[config.mk]
export PLATFORM = sky130hd
export DESIGN_NAME = pipe_hazard_ctrl_flat
export DESIGN_NICKNAME = d
export VERILOG_FILES = /design/src/rtl/pipe_pkg.sv /design/src/rtl/pipe_hazard_ctrl_if.sv /design/src/rtl/sat_counter.sv /design/src/rtl/pipe_hazard_ctrl.sv /design/src/flat_wrapper.sv
export SDC_FILE = /design/constraint.sdc
export NUM_CORES = 1
export LEC_CHECK = 0
export ABC_CLOCK_PERIOD_IN_PS = 3400
export BUFFER_PORTS_ARGS = -buffer_cell sky130_fd_sc_hd__buf_2
export CAP_MARGIN = 20
export CELL_PAD_IN_SITES_DETAIL_PLACEMENT = 1
export CELL_PAD_IN_SITES_GLOBAL_PLACEMENT = 1
export CORE_MARGIN = 2
export CORE_UTILIZATION = 42
export DETAILED_ROUTE_END_ITERATION = 10
export MAX_ROUTING_LAYER = met4
export PLACE_DENSITY_LB_ADDON = 0.1
export SYNTH_ARGS = -nofsm -noshare
export SYNTH_HDL_FRONTEND = slang
export SYNTH_SLANG_ARGS = --single-unit
[constraint.sdc]
create_clock -name clk -period 3.4 [get_ports clk]
set_input_delay 0 -clock clk [delete_from_list [all_inputs] [get_ports clk]]
set_output_delay 0 -clock clk [all_outputs]
set_load 0.05 [all_outputs]
[src/rtl/pipe_pkg.sv]
// pipe_pkg: shared pipeline types for forwarding selects and hazard FSM state.
package pipe_pkg;
    typedef enum logic [1:0] {FWD_REG = 2'b00, FWD_W = 2'b01, FWD_M = 2'b10} fwd_sel_t;
    typedef enum logic {RUN = 1'b0, MEM_WAIT = 1'b1} hz_state_t;
endpackage

[src/rtl/pipe_hazard_ctrl_if.sv]
// pipe_hazard_ctrl_if: pipeline-to-hazard-controller signal bundle.
interface pipe_hazard_ctrl_if #(parameter int REG_AW = 5, parameter int CNT_W = 32);
    logic [REG_AW-1:0] rs1_d, rs2_d, rs1_e, rs2_e, rd_e, rd_m, rd_w;
    logic load_e, take_branch_e, reg_write_m, reg_write_w, mem_req_m, mem_ready_m;
    logic stall_f, stall_d, stall_e, stall_m, flush_d, flush_e, flush_w, mem_err;
    pipe_pkg::fwd_sel_t forward_a_e, forward_b_e;
    logic [CNT_W-1:0] stall_cnt, flush_cnt, lu_cnt;
    modport master (
        output rs1_d, rs2_d, rs1_e, rs2_e, rd_e, rd_m, rd_w,
        output load_e, take_branch_e, reg_write_m, reg_write_w, mem_req_m, mem_ready_m,
        input stall_f, stall_d, stall_e, stall_m, flush_d, flush_e, flush_w, mem_err,
        input forward_a_e, forward_b_e, stall_cnt, flush_cnt, lu_cnt
    );
    modport slave (
        input rs1_d, rs2_d, rs1_e, rs2_e, rd_e, rd_m, rd_w,
        input load_e, take_branch_e, reg_write_m, reg_write_w, mem_req_m, mem_ready_m,
        output stall_f, stall_d, stall_e, stall_m, flush_d, flush_e, flush_w, mem_err,
        output forward_a_e, forward_b_e, stall_cnt, flush_cnt, lu_cnt
    );
endinterface

[src/rtl/sat_counter.sv]
// sat_counter: event counter that sticks at all-ones instead of wrapping.
module sat_counter #(parameter int CNT_W = 32) (
    input  logic             clk,
    input  logic             rst,
    input  logic             inc,
    output logic [CNT_W-1:0] count
);
    logic [CNT_W-1:0] count_q, count_d;
    always_comb count_d = (inc && !(&count_q)) ? count_q + 1'b1 : count_q;
    always_ff @(posedge clk) count_q <= rst ? '0 : count_d;
    assign count = count_q;
endmodule

[src/rtl/pipe_hazard_ctrl.sv]
// pipe_hazard_ctrl: load-use/branch/memory-wait hazard control, M/W forwarding
// and saturating performance counters for the 5-stage pipeline.
module pipe_hazard_ctrl
    import pipe_pkg::*;
#(
    parameter int REG_AW      = 5,
    parameter int CNT_W       = 32,
    parameter int MEM_TIMEOUT = 16
) (
    input logic clk,
    input logic rst,
    pipe_hazard_ctrl_if.slave hz
);
    localparam int WW = MEM_TIMEOUT > 1 ? $clog2(MEM_TIMEOUT + 1) : 1;
    hz_state_t state_q, state_d;
    logic [WW-1:0] wait_q, wait_d;
    logic mem_err_q, mem_err_d;
    logic memstall, lu, br, timeout;

    function automatic fwd_sel_t fwd(input logic [REG_AW-1:0] x, input logic [REG_AW-1:0] rd_m,
                                     input logic wm, input logic [REG_AW-1:0] rd_w, input logic ww);
        return x == '0 ? FWD_REG : (wm && rd_m == x) ? FWD_M : (ww && rd_w == x) ? FWD_W : FWD_REG;
    endfunction

    always_comb begin
        timeout  = MEM_TIMEOUT != 0 && wait_q + 1'b1 == WW'(MEM_TIMEOUT);
        memstall = !rst && !hz.mem_ready_m && (state_q == MEM_WAIT || hz.mem_req_m);
        br       = !rst && !memstall && hz.take_branch_e;
        // A taken branch squashes the load-use pair, so it is neither stalled nor counted.
        lu       = !rst && !memstall && !hz.take_branch_e && hz.load_e && hz.rd_e != '0 &&
                   (hz.rd_e == hz.rs1_d || hz.rd_e == hz.rs2_d);
        state_d  = state_q == RUN ? ((hz.mem_req_m && !hz.mem_ready_m) ? MEM_WAIT : RUN)
                                  : ((hz.mem_ready_m || timeout) ? RUN : MEM_WAIT);
        wait_d   = state_q == RUN ? '0 : wait_q + 1'b1;
        mem_err_d = mem_err_q || (state_q == MEM_WAIT && !hz.mem_ready_m && timeout);
    end

    always_ff @(posedge clk) begin
        if (rst) begin
            state_q   <= RUN;
            wait_q    <= '0;
            mem_err_q <= 1'b0;
        end else begin
            state_q   <= state_d;
            wait_q    <= wait_d;
            mem_err_q <= mem_err_d;
        end
    end

    assign hz.stall_f     = memstall || lu;
    assign hz.stall_d     = memstall || lu;
    assign hz.stall_e     = memstall;
    assign hz.stall_m     = memstall;
    assign hz.flush_d     = br;
    assign hz.flush_e     = br || lu;
    assign hz.flush_w     = memstall;
    assign hz.mem_err     = mem_err_q;
    assign hz.forward_a_e = rst ? FWD_REG : fwd(hz.rs1_e, hz.rd_m, hz.reg_write_m, hz.rd_w, hz.reg_write_w);
    assign hz.forward_b_e = rst ? FWD_REG : fwd(hz.rs2_e, hz.rd_m, hz.reg_write_m, hz.rd_w, hz.reg_write_w);

    sat_counter #(.CNT_W(CNT_W)) u_stall_cnt (.clk(clk), .rst(rst), .inc(hz.stall_f), .count(hz.stall_cnt));
    sat_counter #(.CNT_W(CNT_W)) u_flush_cnt (.clk(clk), .rst(rst), .inc(br), .count(hz.flush_cnt));
    sat_counter #(.CNT_W(CNT_W)) u_lu_cnt (.clk(clk), .rst(rst), .inc(lu), .count(hz.lu_cnt));
endmodule

[src/flat_wrapper.sv]
// flat-port wrapper written by rule: the top's interface ports become plain ports
module pipe_hazard_ctrl_flat import pipe_pkg::*;
#(
    parameter int REG_AW      = 5,
    parameter int CNT_W       = 32,
    parameter int MEM_TIMEOUT = 16
)
  (clk, rst, hz_rs1_d, hz_rs2_d, hz_rs1_e, hz_rs2_e, hz_rd_e, hz_rd_m, hz_rd_w, hz_load_e, hz_take_branch_e, hz_reg_write_m, hz_reg_write_w, hz_mem_req_m, hz_mem_ready_m, hz_stall_f, hz_stall_d, hz_stall_e, hz_stall_m, hz_flush_d, hz_flush_e, hz_flush_w, hz_mem_err, hz_forward_a_e, hz_forward_b_e, hz_stall_cnt, hz_flush_cnt, hz_lu_cnt);
  pipe_hazard_ctrl_if #(.REG_AW(REG_AW), .CNT_W(CNT_W)) hz_i ();
  input logic clk;
  input logic rst;
  input wire logic [$bits(hz_i.rs1_d)-1:0] hz_rs1_d;
  input wire logic [$bits(hz_i.rs2_d)-1:0] hz_rs2_d;
  input wire logic [$bits(hz_i.rs1_e)-1:0] hz_rs1_e;
  input wire logic [$bits(hz_i.rs2_e)-1:0] hz_rs2_e;
  input wire logic [$bits(hz_i.rd_e)-1:0] hz_rd_e;
  input wire logic [$bits(hz_i.rd_m)-1:0] hz_rd_m;
  input wire logic [$bits(hz_i.rd_w)-1:0] hz_rd_w;
  input wire logic [$bits(hz_i.load_e)-1:0] hz_load_e;
  input wire logic [$bits(hz_i.take_branch_e)-1:0] hz_take_branch_e;
  input wire logic [$bits(hz_i.reg_write_m)-1:0] hz_reg_write_m;
  input wire logic [$bits(hz_i.reg_write_w)-1:0] hz_reg_write_w;
  input wire logic [$bits(hz_i.mem_req_m)-1:0] hz_mem_req_m;
  input wire logic [$bits(hz_i.mem_ready_m)-1:0] hz_mem_ready_m;
  output wire logic [$bits(hz_i.stall_f)-1:0] hz_stall_f;
  output wire logic [$bits(hz_i.stall_d)-1:0] hz_stall_d;
  output wire logic [$bits(hz_i.stall_e)-1:0] hz_stall_e;
  output wire logic [$bits(hz_i.stall_m)-1:0] hz_stall_m;
  output wire logic [$bits(hz_i.flush_d)-1:0] hz_flush_d;
  output wire logic [$bits(hz_i.flush_e)-1:0] hz_flush_e;
  output wire logic [$bits(hz_i.flush_w)-1:0] hz_flush_w;
  output wire logic [$bits(hz_i.mem_err)-1:0] hz_mem_err;
  output wire logic [$bits(hz_i.forward_a_e)-1:0] hz_forward_a_e;
  output wire logic [$bits(hz_i.forward_b_e)-1:0] hz_forward_b_e;
  output wire logic [$bits(hz_i.stall_cnt)-1:0] hz_stall_cnt;
  output wire logic [$bits(hz_i.flush_cnt)-1:0] hz_flush_cnt;
  output wire logic [$bits(hz_i.lu_cnt)-1:0] hz_lu_cnt;
  assign hz_i.rs1_d = hz_rs1_d;
  assign hz_i.rs2_d = hz_rs2_d;
  assign hz_i.rs1_e = hz_rs1_e;
  assign hz_i.rs2_e = hz_rs2_e;
  assign hz_i.rd_e = hz_rd_e;
  assign hz_i.rd_m = hz_rd_m;
  assign hz_i.rd_w = hz_rd_w;
  assign hz_i.load_e = hz_load_e;
  assign hz_i.take_branch_e = hz_take_branch_e;
  assign hz_i.reg_write_m = hz_reg_write_m;
  assign hz_i.reg_write_w = hz_reg_write_w;
  assign hz_i.mem_req_m = hz_mem_req_m;
  assign hz_i.mem_ready_m = hz_mem_ready_m;
  assign hz_stall_f = hz_i.stall_f;
  assign hz_stall_d = hz_i.stall_d;
  assign hz_stall_e = hz_i.stall_e;
  assign hz_stall_m = hz_i.stall_m;
  assign hz_flush_d = hz_i.flush_d;
  assign hz_flush_e = hz_i.flush_e;
  assign hz_flush_w = hz_i.flush_w;
  assign hz_mem_err = hz_i.mem_err;
  assign hz_forward_a_e = hz_i.forward_a_e;
  assign hz_forward_b_e = hz_i.forward_b_e;
  assign hz_stall_cnt = hz_i.stall_cnt;
  assign hz_flush_cnt = hz_i.flush_cnt;
  assign hz_lu_cnt = hz_i.lu_cnt;
  pipe_hazard_ctrl #(.REG_AW(REG_AW), .CNT_W(CNT_W), .MEM_TIMEOUT(MEM_TIMEOUT)) u_core (.clk(clk), .rst(rst), .hz(hz_i));
endmodule
==> impl_metrics.py <==
metrics = {
    "yosys": {
        "synth.cell_area_um2": 5560,
        "synthTopCellsByArea": "dfxtp_1, xnor2_1, nor2_1",
        "synth_top_area_frac": 0.371,
        "syn_area_per_cell_um2": 8.45,
        "synth_edf_count": 0,
        "seq_area_frac_synth": 0.371,
        "synthArstFlopShare": 0,
        "synth_most_common_cell": "nor2_1",
        "yosysTopAreaCell": "dfxtp_1",
        "syn_inst": 658,
        "ys_top_cells_by_count": "nor2_1, dfxtp_1, xnor2_1",
        "synthDistinctLibCells": 61,
        "ys.flop_type": "dfxtp_1",
        "synth_warnings": 0,
        "synth_fp_nets": 706,
        "ys_ff_latch": 103,
    },
    "layout": {
        "multi_input_area_um2": 3340,
        "fin_util": 0.518,
        "fillerInstances": 1630,
        "num_antenna_cells": 0,
        "drive_above_1_share": 0.256,
        "fin_nets": 849,
        "area_growth_pct": 21.9,
        "seq_area_um2": 2060,
    },
    "hold_path": {
        "hold_start": "rst",
        "hold_class": "in2reg",
        "whs_path_depth": 2,
        "min_to": "u_core.u_lu_cnt.count[0]",
    },
    "sta": {
        "hold_viol_final": 0,
        "fin_ws_ns": 1.01,
        "finalSetupTns_ns": 0,
        "slew_violations": 0,
        "post-route-period-util": 0.704,
        "timing.fmax_mhz": 418,
        "relSlewSlack": 0.575,
        "layout_min_cycle_time_ns": 2.39,
        "tightest_slew_ns": 0.635,
        "setup_viol": 0,
        "clock_skew_ns": 0.00642,
        "rsz0062_at_grt": "false",
    },
    "placement": {
        "numPortBuffers": 150,
        "dp_slack_ns": 1.03,
        "dp_hpwl_mm": 12.0,
        "place_congestion": 0.854,
    },
    "critical_path": {
        "reg2reg_setup_slack_ns": 1.01,
        "critPathLaunchType": "flop",
        "cp.arrival_ns": 2.63,
        "cp_top_family": "simple AND/OR/NAND/NOR gates",
        "worstSetupPathType": "reg2reg",
        "max_stage_delay_ns": 0.43,
        "cp-startpoint": "u_core.u_stall_cnt.count[0]",
        "r2r-start": "u_core.u_stall_cnt.count[0]",
        "crit_path_end_kind": "flop",
        "required_ns": 3.64,
        "crit_buf_inv": 0,
        "rr_worst_depth": 8,
        "slowest_stage": "dfxtp_1",
        "cp_cell_sequence": "ha_1, nand4_1, nor2_1, nand3_1, nand2_1, nor2_1, nand2_1, mux2_2",
        "worstPathMaxFanout": 9,
        "r2r_end": "u_core.u_stall_cnt.count[23]",
    },
    "cts": {
        "clk_latency_ns": 0.35,
        "cts_resized": 0,
        "numClockSinks": 103,
        "cts_buffers": 9,
        "root_buffer": "clkbuf_16",
        "cts_max_level": 3,
        "postCtsSetupBuffers": 0,
        "cts_tree": "yes",
        "hold_buffers": 1,
        "clk_pin_slew_ns": 0.07,
        "cts_buffer_depth": 2,
    },
    "global_route": {
        "antenna_found_initial": 0,
        "grt_pass1_vias": 5384,
        "grt_pass1_wl_mm": 26.5,
        "overflow": 0,
        "gr-usage-all-layers": 0.237,
        "grt_max_degree": 47,
    },
    "outcome": {
        "status": "finished, final reports clean",
    },
    "routing": {
        "vias_per_cell": 5.29,
        "routed_wl_mm": 16.0,
        "dr.pass1.iters": 4,
        "ant_nets": 0,
        "drc": 0,
        "wl_per_cell_um": 16.3,
        "drt_iter0_markers": 205,
        "via_count": 5198,
    },
    "power": {
        "ir_drop_mv": 0.273,
        "p_leak_nw": 2.71,
        "powerDensity_nw_per_um2": 372,
    },
    "floorplan": {
        "fp.dieArea_um2": 14200,
        "die_h_um": 119,
        "core.rowCount": 42,
        "dieWidth_um": 119,
        "core_area_um2": 13100,
        "start_util": 0.425,
        "io-pin-count": 151,
    },
    "flow_run": {
        "cap_violations": 0,
    },
}
==> worst max-delay path by stage <==
stage / endpoint / cells past startpoint
5_1_grt: u_core.u_stall_cnt.count[23] / 8
3_5_place_dp: u_core.u_stall_cnt.count[23] / 8
6_report: u_core.u_stall_cnt.count[23] / 8
3_3_place_gp: u_core.u_flush_cnt.count[19] / 7
2_1_floorplan: u_core.u_stall_cnt.count[23] / 8
4_1_cts: u_core.u_stall_cnt.count[23] / 8
==> flip-flops by register name, indices dropped and copies added, names as in the netlist <==
name	count
u_core.state_q	1
u_core.wait_q	5
u_core.u_stall_cnt.count	32
u_core.u_lu_cnt.count	32
u_core.hz.mem_err	1
u_core.u_flush_cnt.count	32
==> metrics by stage <==
step	cells	total power, mW	area [um2]	hold slack, ns
floorplan	658	1.35	5560	0.178
global placement	965	1.41	6440	0.322
detailed placement	965	1.41	6440	0.331
CTS	982	2.56	6780	0.00529
global route	982	2.62	6780	0.0292
finish	982	2.52	6780	0.0179
==> area by class of cell <==
type,instances,area share
inverters,13,0.00720
clock buffers,13,0.0384
repair buffers,154,0.116
clock inverters,3,0.00960
multi-input cells,520,0.492
well taps,176,0.0325
flip-flops and latches,103,0.304
==> power breakdown <==
part | switching (mW) | total, mW | internal (mW) | leakage [nW]
sequential | 0.00428 | 1.21 | 1.21 | 0.830
combinational | 0.111 | 0.172 | 0.0607 | 1.72
clock | 0.454 | 1.14 | 0.685 | 0.160
total | 0.570 | 2.52 | 1.95 | 2.71
==> layout by cell type (no fill, tap or decap), types with 4 or more instances in the layout <==
cell type  netlist  routed
nor4_2           6       6
nand3_1         42      42
xor2_1          35      35
or3_1            6       6
nand2_1         45      45
nor3_1          21      21
xnor2_1         78      78
nor3b_1          8       8
nand4_1         22      22
nand2b_1         4       4
buf_2            5     149
or4_1            4       4
nor2b_1         10      10
and2_1           4       4
a21oi_1         10      10
dfxtp_1        103     103
buf_4            3       4
o21ai_0          6       6
clkbuf_16        0       9
and4_1           9       9
inv_1           12      12
and3_1          18      18
ha_1             5       5
mux2_2           6       6
nor2_1         121     121
nor4b_1          5       5
nor4_1          15      15
==> layer usage <==
metal / GRT usage / up-vias / wire length (um)
li1: - / 2544 / -
met1: 0.293 / 2517 / 7230
met5: - / - / 0
met3: 0.0417 / 18 / 721
met4: 0.0841 / 0 / 293
met2: 0.389 / 119 / 7730
==> kinds of logic (layout without fill, tap and decap cells) <==
group / after synthesis / in the layout / synth area share
XOR/XNOR: 113 / 113 / 0.178
AO/OA/AOI/OAI: 26 / 26 / 0.0310
buffers and inverters: 35 / 183 / 0.0295
multiplexers: 8 / 8 / 0.0160
flip-flops: 103 / 103 / 0.371
adder cells (fa/ha/maj): 5 / 5 / 0.0112
AND/OR/NAND/NOR: 368 / 368 / 0.364
(Power assumes the default switching activity.)
